--- src/rtl/mult_sequencer.sv ---
`timescale 1ns/1ps
// mult_sequencer: shift-and-add unsigned N x N -> 2N multiplier sequencer.
// One adder step per cycle through an external N-bit adder.
// Timing: IDLE accepts start, then N RUN cycles, then one DONE cycle
// carrying the done pulse. Result stays on product until the next start.
module mult_sequencer #(
  parameter int N = 64
) (
  input  logic           clk,
  input  logic           reset,
  input  logic           start,
  input  logic [N-1:0]   multiplicand,
  input  logic [N-1:0]   multiplier,
  output logic [N-1:0]   add_a,
  output logic [N-1:0]   add_b,
  output logic           add_sub,
  input  logic [N-1:0]   add_sum,
  input  logic           add_co,
  output logic           busy,
  output logic           done,
  output logic [2*N-1:0] product
);

  localparam int CW = $clog2(N);
  localparam logic [CW-1:0] LAST = CW'(N - 1);

  typedef enum logic [1:0] {
    S_IDLE,
    S_RUN,
    S_DONE
  } state_t;

  state_t        r_state;
  logic [N-1:0]  r_m;
  logic [N-1:0]  r_p_hi;
  logic [N-1:0]  r_p_lo;
  logic [CW-1:0] r_count;
  logic          r_busy;
  logic          r_done;

  logic          w_run;

  assign w_run = (r_state == S_RUN);

  // Adder operands: accumulator high half plus the multiplicand when the
  // current multiplier bit (P_lo[0]) is set; the adder is idle outside RUN.
  assign add_a   = w_run ? r_p_hi : '0;
  assign add_b   = (w_run && r_p_lo[0]) ? r_m : '0;
  assign add_sub = 1'b0;

  assign busy    = r_busy;
  assign done    = r_done;
  assign product = {r_p_hi, r_p_lo};

  // Sequencer FSM: operand capture, one shift-add step per RUN cycle,
  // registered busy/done flags.
  // NOTE: all state here uses non-blocking assignments so every register
  // samples the pre-edge values, matching the hardware it describes.
  always_ff @(posedge clk or posedge reset) begin
    if (reset) begin
      r_state <= S_IDLE;
      r_m     <= '0;
      r_p_hi  <= '0;
      r_p_lo  <= '0;
      r_count <= '0;
      r_busy  <= 1'b0;
      r_done  <= 1'b0;
    end else begin
      case (r_state)
        S_IDLE: begin
          if (start) begin
            r_m     <= multiplicand;
            r_p_hi  <= '0;
            r_p_lo  <= multiplier;
            r_count <= '0;
            r_busy  <= 1'b1;
            r_state <= S_RUN;
          end
        end
        S_RUN: begin
          // {P_hi, P_lo} <= {carry, sum, P_lo} >> 1
          r_p_hi <= {add_co, add_sum[N-1:1]};
          r_p_lo <= {add_sum[0], r_p_lo[N-1:1]};
          if (r_count == LAST) begin
            // Count stops at N-1 instead of wrapping on the final step.
            r_busy  <= 1'b0;
            r_done  <= 1'b1;
            r_state <= S_DONE;
          end else begin
            r_count <= r_count + CW'(1);
          end
        end
        S_DONE: begin
          r_done  <= 1'b0;
          r_state <= S_IDLE;
        end
        default: begin
          r_busy  <= 1'b0;
          r_done  <= 1'b0;
          r_state <= S_IDLE;
        end
      endcase
    end
  end

endmodule

--- config.mk ---
export PLATFORM = sky130hd
export DESIGN_NAME = mult_sequencer
export DESIGN_NICKNAME = d
export VERILOG_FILES = /design/src/rtl/mult_sequencer.sv
export SDC_FILE = /design/constraint.sdc
export NUM_CORES = 1
export LEC_CHECK = 0
export CAP_MARGIN = 40
export CORE_AREA = 2 2 176 178
export DETAILED_ROUTE_END_ITERATION = 10
export DIE_AREA = 0 0 178 180
export DONT_BUFFER_PORTS = 1
export PLACE_DENSITY = 0.49
export SYNTH_ARGS = -nofsm -noshare
export SYNTH_HDL_FRONTEND = slang
export SYNTH_SLANG_ARGS = --single-unit
--- constraint.sdc ---
create_clock -name clk -period 10.9 [get_ports clk]
set_input_delay 0 -clock clk [delete_from_list [all_inputs] [get_ports clk]]
set_output_delay 0 -clock clk [all_outputs]
set_load 0.03 [all_outputs]
# After elaboration in Yosys (flattened, before gate mapping)

Cells that the tools add are included.

Bits in latches: 0
Output and inout bits: 259
Word-level logic and storage cells: 42
Input port bits: 196
Memories: 0
ROM bits: 0
Memory bits (writable): 0
Bits in registers: 202

Multiplexer cells: 17
$add $sub $neg: 1
Eq/ne operators: 6
Div/mod/pow operators: 0
Shift-type cells: 0
Bitwise operators: 2
Reduce and logical (&&, ||, !) cells: 9
Multiply operators: 0
$lt $le $gt $ge: 0

Operators with widths:

| kind                                                                   | number |
|---|---|
| 64-bit 2-to-1 mux                                                      | 4 |
| 64-bit one-hot mux with 2 select lines                                 | 2 |
| 6-bit 2-to-1 mux                                                       | 2 |
| 6-bit one-hot mux with 2 select lines                                  | 1 |
| 2-bit AND reduction                                                    | 4 |
| 6-bit by 1-bit adder with 6-bit output (second input constant)         | 1 |
| 6-bit equality test (second input constant)                            | 1 |
| 3-bit AND reduction                                                    | 2 |
| 2-bit 2-to-1 mux                                                       | 2 |
| 2-bit != test (second input constant)                                  | 2 |
| 2-bit one-hot mux with 2 select lines                                  | 1 |
| 1-bit 2-to-1 mux                                                       | 3 |
| 1-bit one-hot mux with 3 select lines                                  | 1 |
| 2-bit by 1-bit equality test with 1-bit output (second input constant) | 1 |
| 2-bit equality test (second input constant)                            | 1 |
| 2-bit logical NOT                                                      | 1 |
| 2-bit by 1-bit != test with 1-bit output (second input constant)       | 1 |
| 1-bit inverter                                                         | 2 |
| 1-bit one-hot mux with 2 select lines                                  | 1 |
| 2-bit nonzero test                                                     | 1 |
| 1-bit logical AND                                                      | 1 |

# Logic depth before layout (Yosys ltp)

Gate-level depths: netlist of the first run.

Word-level depth: 3
Mapped depth: 6
Depth with buffers taken out: 4

# Worst setup path after synthesis of the first run

No wires, ideal clock.

Path type: register to register
Start point: register r_state[0]
End point: register r_m[0]
Data required time: 10.775 ns
Period minus slack after synthesis: 1.452 ns
Path buffers: 2
Setup slack: 9.448 ns
Cell stages (with the launch flop): 6
Arrival: 1.327 ns
Cell sequence: dfrtp_1 -> nor2b_1 -> and2_1 -> buf_6 -> buf_6 -> mux2_4

Cells in the longest elaborated chain, start to end: 2

RTL lines:

| what                                 | line | text |
|---|---|---|
| start: declaration                   | 33   | `state_t r_state;` |
| start signal: assignment             | 61   | `r_state <= S_IDLE;` |
| start signal: assignment             | 77   | `r_state <= S_RUN;` |
| start signal: assignment             | 88   | `r_state <= S_DONE;` |
| 2-bit logical NOT                    | 69   | `case (r_state)` |
| 2-bit AND reduction (no source line) | --   |  |
| end signal: assignment               | 72   | `r_m <= multiplicand;` |
| end: declaration                     | 34   | `logic [N-1:0] r_m;` |

Every way passes these cells.
A chain may end at the register's enable or synchronous reset.

# Worst setup path after layout of the first run

Start point: register r_state[0]
End point: output add_a[10]

Cells in the longest elaborated chain, start to end: 2

RTL lines:

| what                                           | line | text |
|---|---|---|
| 2-bit by 1-bit equality test with 1-bit output | 43   | `assign w_run = (r_state == S_RUN);` |
| 64-bit 2-to-1 mux                              | 47   | `assign add_a = w_run ? r_p_hi : '0;` |
| end: declaration                               | 14   | `output logic [N-1:0] add_a,` |

Every way passes these cells.

==> results of run 1 <==
-- through the flow --
step	utilization [%]	cells
after floorplan	-	766
after global placement	31.2	1103
after detailed placement	31.9	1112
after CTS	41.8	1369
after global routing	41.8	1369
final	41.8	1369
-- synthesized netlist by cell type, drive strengths merged, types with 5 or more instances --
library cell,n
mux2,65
a22o,64
and3,66
clkbuf,16
buf,50
mux2i,64
and2,66
o21ai,64
a21oi,5
nand2,69
dfrtp,202
inv,5
-- placed cells by master, fill, tap and decap left out, types with 3 or more instances in the layout --
master and count:
dlygate4sd3_1 213, dfrtp_1 202, nand2_1 69, and3_1 66, and2_1 65, mux2i_1 64
o21ai_1 64, a22o_1 64, mux2_4 49, clkbuf_16 25, mux2_2 11, buf_4 7
a21oi_1 5, mux2_1 5, buf_16 5, clkbuf_1 4, clkbuf_8 4, clkinv_2 4
bufinv_16 4, buf_12 4, nand2b_1 3, nand3_1 3, inv_1 3
-- sequential cells by signal (all words and copies together), names as in the netlist --
name / flops
r_p_hi: 64
r_count: 6
r_m: 64
busy: 1
done: 1
r_state: 2
r_p_lo: 64
-- layout make-up --
type	instances	area, um^2	area share (%)
Multi-Input combinational cell	493	3790	30.0
Sequential cell	202	5050	40.0
Tap cell	396	495	3.92
Timing Repair Buffer	230	2420	19.1
Clock buffer	33	696	5.51
Clock inverter	10	155	1.23
Inverter	5	26.3	0.208
-- power by group through the flow --
stage / Clock (uW) / Combinational (uW) / Sequential, uW
4_1_cts: 883 / 2060 / 1920
3_3_place_gp: 0 / 1840 / 1930
3_5_place_dp: 0 / 1910 / 1930
6_report: 856 / 2070 / 1930
2_1_floorplan: 0 / 1690 / 1780
5_1_grt: 915 / 2230 / 1970
-- tightest hold or removal path, cell delays in order --
cell	delay, ns
o21bai_4	0.03
buf_4	0.27
o21ai_1	0.18
-- layer usage --
layer | wire length (um) | part of all wire [%]
met5 | 0 | 0
met4 | 981 | 3.4
met3 | 1920 | 6.8
met2 | 14100 | 50
met1 | 11400 | 40
-- cell families after synthesis --
kind of cell               Yosys count  synth area share [%]
AOI/OAI and AO/OA                  149                  11.3
adders and majority gates            1                 0.135
buffers and inverters               71                  4.57
DFF                                202                  54.7
muxes                              129                  16.8
other                                1                0.0406
and+or+nand+nor                    213                  12.5
-- path summary, 6_finish.rpt --
check / to / slack, ns / depth (start not counted)
max: add_a[10] / 7.55 / 5
min: r_p_lo[7] / 0.02 / 3
max reg2reg: r_p_lo[22] / 7.71 / 6
min reg2reg: r_m[61] / 0.48 / 1
max in group asynchronous: r_p_hi[51] / 10.22 / 4
min in group asynchronous: r_p_lo[8] / 0.03 / 3
==> qor.csv, run 1 <==
stage,metric,value,unit
run_status,status,"finished, final reports clean",
pwr,switching_share,49.5,%
sta,tightestPinTransition,0.668,ns
setup_path,endpoint_kind,output pin,
final_layout,synthToLayoutAreaGrowth,36.6,%
clock_network,cts-root-buf,clkbuf_16,
sta,slew_violations,0,
clock_network,worstSkewPairLatency,0.51,ns
final_layout,final_area,12600,um^2
pwr,ir_worst_vdd,0.000187,V
min_path,min_from,start,
setup_path,path_class,reg -> out,
setup_path,critPathRequiredTime,10.90,ns
clock_network,clkSlewWorstSetupHoldPaths,0.06,ns
setup_path,critPathLaunch,r_state[0],
clock_network,cts_tree,built,
placement,dpl.hpwl,18600,um
sta,setup_violations,0,
synthesis,netlist_instances,766,
floorplan,die_area,32000,um^2
synthesis,ys_ff_latch,202,
clock_network,cts_setup_buffers,0,
global_routing,grt_max_degree,99,
global_routing,grtUsageMet2,29.1,%
floorplan,rows,64,
clock_network,cts_inserted_buffers,24,
global_routing,grt.total_usage,16.6,%
placement,gp_congestion,0.794,
pwr,finalPower,4850,uW
synthesis,synthArstFlopShare,100,%
synthesis,ys_warn_count,0,
run,drv_cap,0,
sta,min_period,3.35,ns
sta,finalCritPeriodShare,30.8,%
sta,max_slew_margin,55.5,%
synthesis,synth_area,9250,um^2
drt,wl_per_cell,20.8,um
sta,hold_viol,0,
global_routing,grt_pass1_wl,41900,um
clock_network,cts-resized-gates,0,
placement,postPlaceCellArea,9630,um^2
setup_path,slowest_stage,dfrtp_1,
synthesis,yosysUniqueCellTypes,39,
drt,via_per_inst,4.99,
synthesis,synth-seq-area-share,54.7,%
setup_path,cp_top_family,buffers and inverters,
drt,drt-total-wl,28500,um
synthesis,avgSynthCellArea,12.1,um^2
sta,fin_ws,7.55,ns
global_routing,first_global_vias,6916,
global_routing,grt_util_met3,3.34,%
placement,dpl_worst_slack,8.08,ns
setup_path,critical_path_buf_inv_count,3,
drt,drc_errors,0,
setup_path,r2r-start,r_state[0],
sta,fmax,298,MHz
placement,io_buffers,0,
setup_path,start_kind,flop,
synthesis,synth_edf_count,0,
pwr,p_comb_share,42.6,%
setup_path,cpMostUsedCell,buf_12,
pwr,leakage,0.00593,uW
floorplan,io_pins,455,
global_routing,grt_overflow,0,
sta,skew,0.00592,ns
final_layout,n_fill_cell,2797,
sta,finalSetupTns,0,ns
drt,ant_nets,0,
floorplan,coreArea,30200,um^2
synthesis,syn-num-nets,963,
clock_network,h-tree-depth,1,
pwr,p_clk_share,17.7,%
clock_network,hold_buffers,214,
floorplan,die_h,180,um
global_routing,met1_usage,20.0,%
synthesis,synth_area_leaders,"dfrtp_1, mux2_4, mux2i_1, a22o_1, and2_1",
synthesis,synth_ff_type,dfrtp_1,
setup_path,cp_max_fo,51,
setup_path,slowest_delay,0.65,ns
synthesis,synth_area_leader_cell,dfrtp_1,
floorplan,fp.dieW,178,um
final_layout,drive_above_1_share,12.7,%
sta,finalHoldWorstSlack,0.0228,ns
pwr,p_seq_share,39.7,%
global_routing,grt_most_used_layer,met2,
clock_network,cts_sinks,202,
global_routing,antenna_found_initial,0,
drt,vias,6838,
synthesis,synth_top_cell_area_share,54.7,%
setup_path,worstPathArrival,3.35,ns
drt,drt_iter0_markers,395,
sta,rsz0062_at_grt,false,
clock_network,clk_path_buf_depth,3,
drt,dr.pass1.iters,6,
pwr,p_switching,2400,uW
final_layout,num_antenna_cells,0,
setup_path,path_cells,"nor2b_4, buf_12, buf_4, buf_12, and2_1",
floorplan,start_util,30.6,%
pwr,p_int,2450,uW
final_layout,fin_nets,1153,
pwr,power_density,384,nW/um^2
min_path,hold_path.class,in -> reg,
(Power assumes the default switching activity.)
==> run 2, diff against run 1 <==
==> constraint.sdc (replaced) <==
create_clock -name clk -period 3.2 [get_ports clk]
set_input_delay 0 -clock clk [delete_from_list [all_inputs] [get_ports clk]]
set_output_delay 0 -clock clk [all_outputs]
set_load 0.03 [all_outputs]
==> run 2 against run 1 <==
Effect of this change:
- worst setup slack lost 6.9 ns
- design area fell by 0.54%
- global-route usage decreased by 0.16 points
- utilization is 0.23 points lower
- first-iteration DRC count shrank 28%
- total power rose to 3.4 times the previous value
- non-clock buffer count is 7 lower
- combinational power rose to 3.3 times the previous value
- cell count shrank 0.44%
- clock-buffer cell count shrank 2
==> qor.csv, run 2 (synthesis gave the netlist of run 1 again) <==
stage,metric,value,unit
run_status,status,"finished, final reports clean",
sta,rsz0062_at_grt,false,
floorplan,coreArea,30200,um^2
pwr,power_density,1310,nW/um^2
global_routing,grt_max_degree,78,
global_routing,antenna_found_initial,0,
placement,dpl_worst_slack,1.13,ns
placement,gp_congestion,0.791,
sta,finalCritPeriodShare,81.3,%
setup_path,ff2ff_setup_slack,0.60,ns
setup_path,path_class,reg -> reg,
placement,io_buffers,0,
clock_network,clk_path_buf_depth,3,
sta,fmax,384,MHz
floorplan,fp.dieW,178,um
sta,fin_ws,0.598,ns
floorplan,die_area,32000,um^2
floorplan,rows,64,
drt,dr.pass1.iters,4,
placement,dpl.cell_count,1112,
sta,min_period,2.60,ns
final_layout,layout_commonest_cell,dlygate4sd3_1,
drt,drt_iter0_markers,286,
final_layout,finish.utilization,41.6,%
drt,wl_per_cell,20.5,um
drt,via_per_inst,4.95,
floorplan,start_util,30.6,%
clock_network,cts-root-buf,clkbuf_16,
sta,setup_violations,0,
final_layout,largest_registers,"r_m x64, r_p_hi x64, r_p_lo x64",
clock_network,worstSkewPairLatency,0.52,ns
sta,finalSetupTns,0,ns
global_routing,grt_pass1_wl,41400,um
clock_network,clkSlewWorstSetupHoldPaths,0.06,ns
pwr,ir_worst_vdd,0.00113,V
clock_network,h-tree-depth,1,
final_layout,synthToLayoutAreaGrowth,35.9,%
final_layout,fin_nets,1146,
placement,dpl.hpwl,18800,um
floorplan,die_h,180,um
clock_network,cts_sinks,202,
final_layout,finalNonFillerCells,1363,
pwr,leakage,0.00589,uW
drt,drt-total-wl,28000,um
sta,slew_violations,0,
global_routing,grt.total_usage,16.5,%
global_routing,grt_overflow,0,
setup_path,endpoint_kind,flop,
run,drv_cap,0,
final_layout,final_cell_mix,"dlygate4sd3_1, dfrtp_1, nand2_1, and3_1, and2_1",
drt,drc_errors,0,
sta,skew,0.0109,ns
setup_path,worstPathArrival,3.00,ns
final_layout,drive_above_1_share,13.0,%
clock_network,cts_inserted_buffers,24,
setup_path,start_kind,flop,
sta,tightestPinTransition,0.746,ns
sta,max_slew_margin,50.1,%
clock_network,cts_tree,built,
drt,ant_nets,0,
final_layout,num_antenna_cells,0,
floorplan,io_pins,455,
sta,hold_viol,0,
setup_path,cp_max_fo,70,
global_routing,first_global_vias,6853,
setup_path,critPathRequiredTime,3.59,ns
drt,vias,6749,
min_path,hold_path.class,in -> async,
run 2: changes by cell type in the layout (fill, tap and decap cells not counted), sizes merged:
cell,previous run,this run
bufinv,4,5
clkinv,4,5
clkinvlp,2,3
clkbuf,33,31
dlygate4sd3,213,207
buf,17,16
run 2: final timing paths:
check	depth (start not counted)	endpoint	startpoint
worst max register to register	5	r_p_lo[22]	r_state[0]
worst min-delay path	2	r_p_hi[11]	reset
max in group asynchronous	3	r_p_lo[2]	reset
min in group clk	2	r_p_hi[16]	add_sum[17]
worst min register to register	1	r_m[61]	r_m[61]
worst max-delay path	5	r_p_lo[22]	r_state[0]
run 2: where the power goes:
group	internal, uW	switching, uW
logic	2660	4220
clock network	1900	1090
registers	3790	2800
run 2: final cells by class:
class / instances / area (um^2)
inverters: 5 / 22.5
clock inverters: 13 / 199
well taps: 396 / 495
clock buffers: 31 / 678
fillers: 2810 / 17600
multi-input cells: 493 / 3790
repair buffers: 223 / 2320
flip-flops and latches: 202 / 5060
run 2: worst max-delay path: stages (launching register included):
cell,delay [ns]
dfrtp_1,0.64
nor2b_4,0.46
buf_12,0.37
mux2i_1,0.30
o21ai_1,0.07
dlygate4sd3_1,0.58
run 2: metal layers:
metal	track usage [%]	share of wire (%)	routed length, um
met5	0	0	0
met4	5.08	2.8	780
met1	19.7	39	10900
met3	3.55	7.3	2030
met2	29.3	51	14300
run 2: what timing repair did:
action	CTS	global route
endpoints found under the hold margin	363	0
setup buffers	0	0
endpoints found under the setup margin	0	0
gates resized for setup	0	0
hold buffers	207	0
run 2: metrics by stage:
step	cell area, um^2	hold WS, ns	total power, uW
floorplan	9250	0.133	11800
global placement	9580	-0.00311	13000
detailed placement	9610	0.000582	13100
CTS	12600	0.0512	16600
global route	12600	0.0842	17400
finish	12600	0.0648	16400
==> run 3, diff against run 2 <==
==> constraint.sdc (replaced) <==
create_clock -name clk -period 2.6 [get_ports clk]
set_input_delay 0 -clock clk [delete_from_list [all_inputs] [get_ports clk]]
set_output_delay 0 -clock clk [all_outputs]
set_load 0.03 [all_outputs]
==> run 3 against run 2 <==
Effect of this change:
- maximum frequency increased by 14%
- die area stayed put
- clock skew about the same
- sequential power increased by 22%
- design area increased by 2.6%
- total power up 26%
- routed wire length grew 1.1%
- cell count is 1.3% higher
- critical endpoint is now r_p_lo[63]
- highest routed layer is now met5
==> qor.csv, run 3 (synthesis gave the netlist of run 1 again) <==
stage,metric,value,unit
run_status,status,"finished, final reports clean",
sta,fmax,437,MHz
drt,wl_per_cell,20.5,um
global_routing,grt_pass1_wl,42100,um
floorplan,coreArea,30200,um^2
sta,slew_violations,0,
clock_network,cts_inserted_buffers,24,
setup_path,start_kind,flop,
setup_path,ff2ff_setup_slack,0.31,ns
placement,io_buffers,0,
clock_network,cts_tree,built,
placement,gp_congestion,0.779,
final_layout,fin_nets,1168,
run,drv_cap,0,
sta,skew,0.0104,ns
sta,rsz0062_at_grt,false,
setup_path,path_cells,"nor2b_4, buf_12, mux2i_1, dlygate4sd3_1, o21ai_1",
clock_network,cts_sinks,202,
floorplan,start_util,30.6,%
setup_path,worstPathArrival,2.68,ns
sta,min_period,2.29,ns
setup_path,slowest_stage,dlygate4sd3_1,
pwr,finalPower,20700,uW
sta,tightestPinTransition,0.662,ns
min_path,hold_path.class,in -> async,
setup_path,cp_max_fo,116,
setup_path,slowest_delay,0.58,ns
floorplan,die_area,32000,um^2
setup_path,r2r-start,r_state[0],
clock_network,cts-root-buf,clkbuf_16,
sta,max_slew_margin,55.8,%
clock_network,clkSlewWorstSetupHoldPaths,0.06,ns
sta,finalHoldWorstSlack,0.0725,ns
drt,vias,6767,
final_layout,synthToLayoutAreaGrowth,39.3,%
sta,finalCritPeriodShare,87.9,%
setup_path,endpoint_kind,flop,
floorplan,io_pins,455,
final_layout,layout_commonest_cell,dfrtp_1,
pwr,leakage,0.00605,uW
final_layout,final_cell_mix,"dfrtp_1, dlygate4sd3_1, nand2_1, and3_1, and2_1",
drt,drt_iter0_markers,333,
clock_network,clk_path_buf_depth,3,
clock_network,worstSkewPairLatency,0.52,ns
placement,dpl.hpwl,19000,um
setup_path,path_class,reg -> reg,
drt,dr.pass1.iters,4,
setup_path,critPathLaunch,r_state[0],
setup_path,critPathRequiredTime,2.99,ns
drt,via_per_inst,4.90,
drt,ant_nets,0,
clock_network,cts_setup_buffers,0,
floorplan,die_h,180,um
drt,drc_errors,0,
global_routing,grt_overflow,0,
global_routing,first_global_vias,6896,
global_routing,antenna_found_initial,1,
sta,setup_violations,0,
final_layout,drive_above_1_share,15.3,%
drt,drt-total-wl,28300,um
global_routing,grt.total_usage,16.8,%
clock_network,h-tree-depth,1,
floorplan,fp.dieW,178,um
final_layout,num_antenna_cells,0,
pwr,power_density,1610,nW/um^2
global_routing,grt_max_degree,127,
pwr,ir_worst_vdd,0.000686,V
sta,finalSetupTns,0,ns
final_layout,largest_registers,"r_m x64, r_p_hi x64, r_p_lo x64",
sta,hold_viol,0,
floorplan,rows,64,
run 3: cell types whose count changed in the layout (fill, tap and decap cells not counted), moves of 3 or more:
cell | previous run | this run
bufinv_16 | 5 | 0
clkbuf_8 | 3 | 6
dlygate4sd3_1 | 207 | 199
buf_4 | 5 | 11
buf_12 | 10 | 35
run 3: area by class of cell:
| class | count | area, um^2 |
|---|---|---|
| clock buffer | 36 | 727 |
| clock inverter | 4 | 20.0 |
| fill | 2769 | 17300 |
| inverter | 5 | 22.5 |
| multi-input combinational | 493 | 3790 |
| sequential | 202 | 5060 |
| tap | 396 | 495 |
| timing repair buffer | 245 | 2780 |
run 3: where the power goes:
part           internal, uW  switching [uW]
registers              4670            3370
logic                  4080            5430
clock network          1910            1300
total                 10700           10100
run 3: critical path, delay by kind of cell (launching register included):
family                 cells  cell delay, ns
buffers and inverters      2            0.93
multiplexers               1            0.25
flip-flops                 1            0.53
AND/OR/NAND/NOR            1            0.34
AO/OA/AOI/OAI              1            0.06
run 3: worst paths after layout:
kind / to / depth (start not counted)
min in group clk: r_m[58] / 2
max in group asynchronous: r_p_hi[52] / 3
max: r_p_lo[63] / 5
max reg2reg: r_p_lo[63] / 5
min: r_p_hi[14] / 2
min reg2reg: r_m[59] / 1
run 3: routing by layer:
metal | routed length, um | global-route usage [%] | share of wire [%]
met3 | 1810 | 3.49 | 6.4
met2 | 14400 | 29.4 | 51
met5 | 11 | 0 | 0.039
met4 | 914 | 5.57 | 3.2
met1 | 11200 | 20.3 | 39
run 3: what timing repair did:
action | 4_1_cts | 5_1_grt
endpoints found under the setup margin | 0 | 14
resized for setup | 0 | 1
hold buffers | 199 | 0
hold endpoints to repair | 380 | 0
run 3: metrics by stage:
step	cells	setup slack [ns]	cell area (um^2)	utilization [%]
2_1_floorplan	766	-0.0163	9250	-
3_3_place_gp	1142	0.648	10100	33.6
3_5_place_dp	1142	0.568	10100	33.6
4_1_cts	1381	0.120	12900	42.7
5_1_grt	1381	0.139	12900	42.7
6_report	1381	0.314	12900	42.7
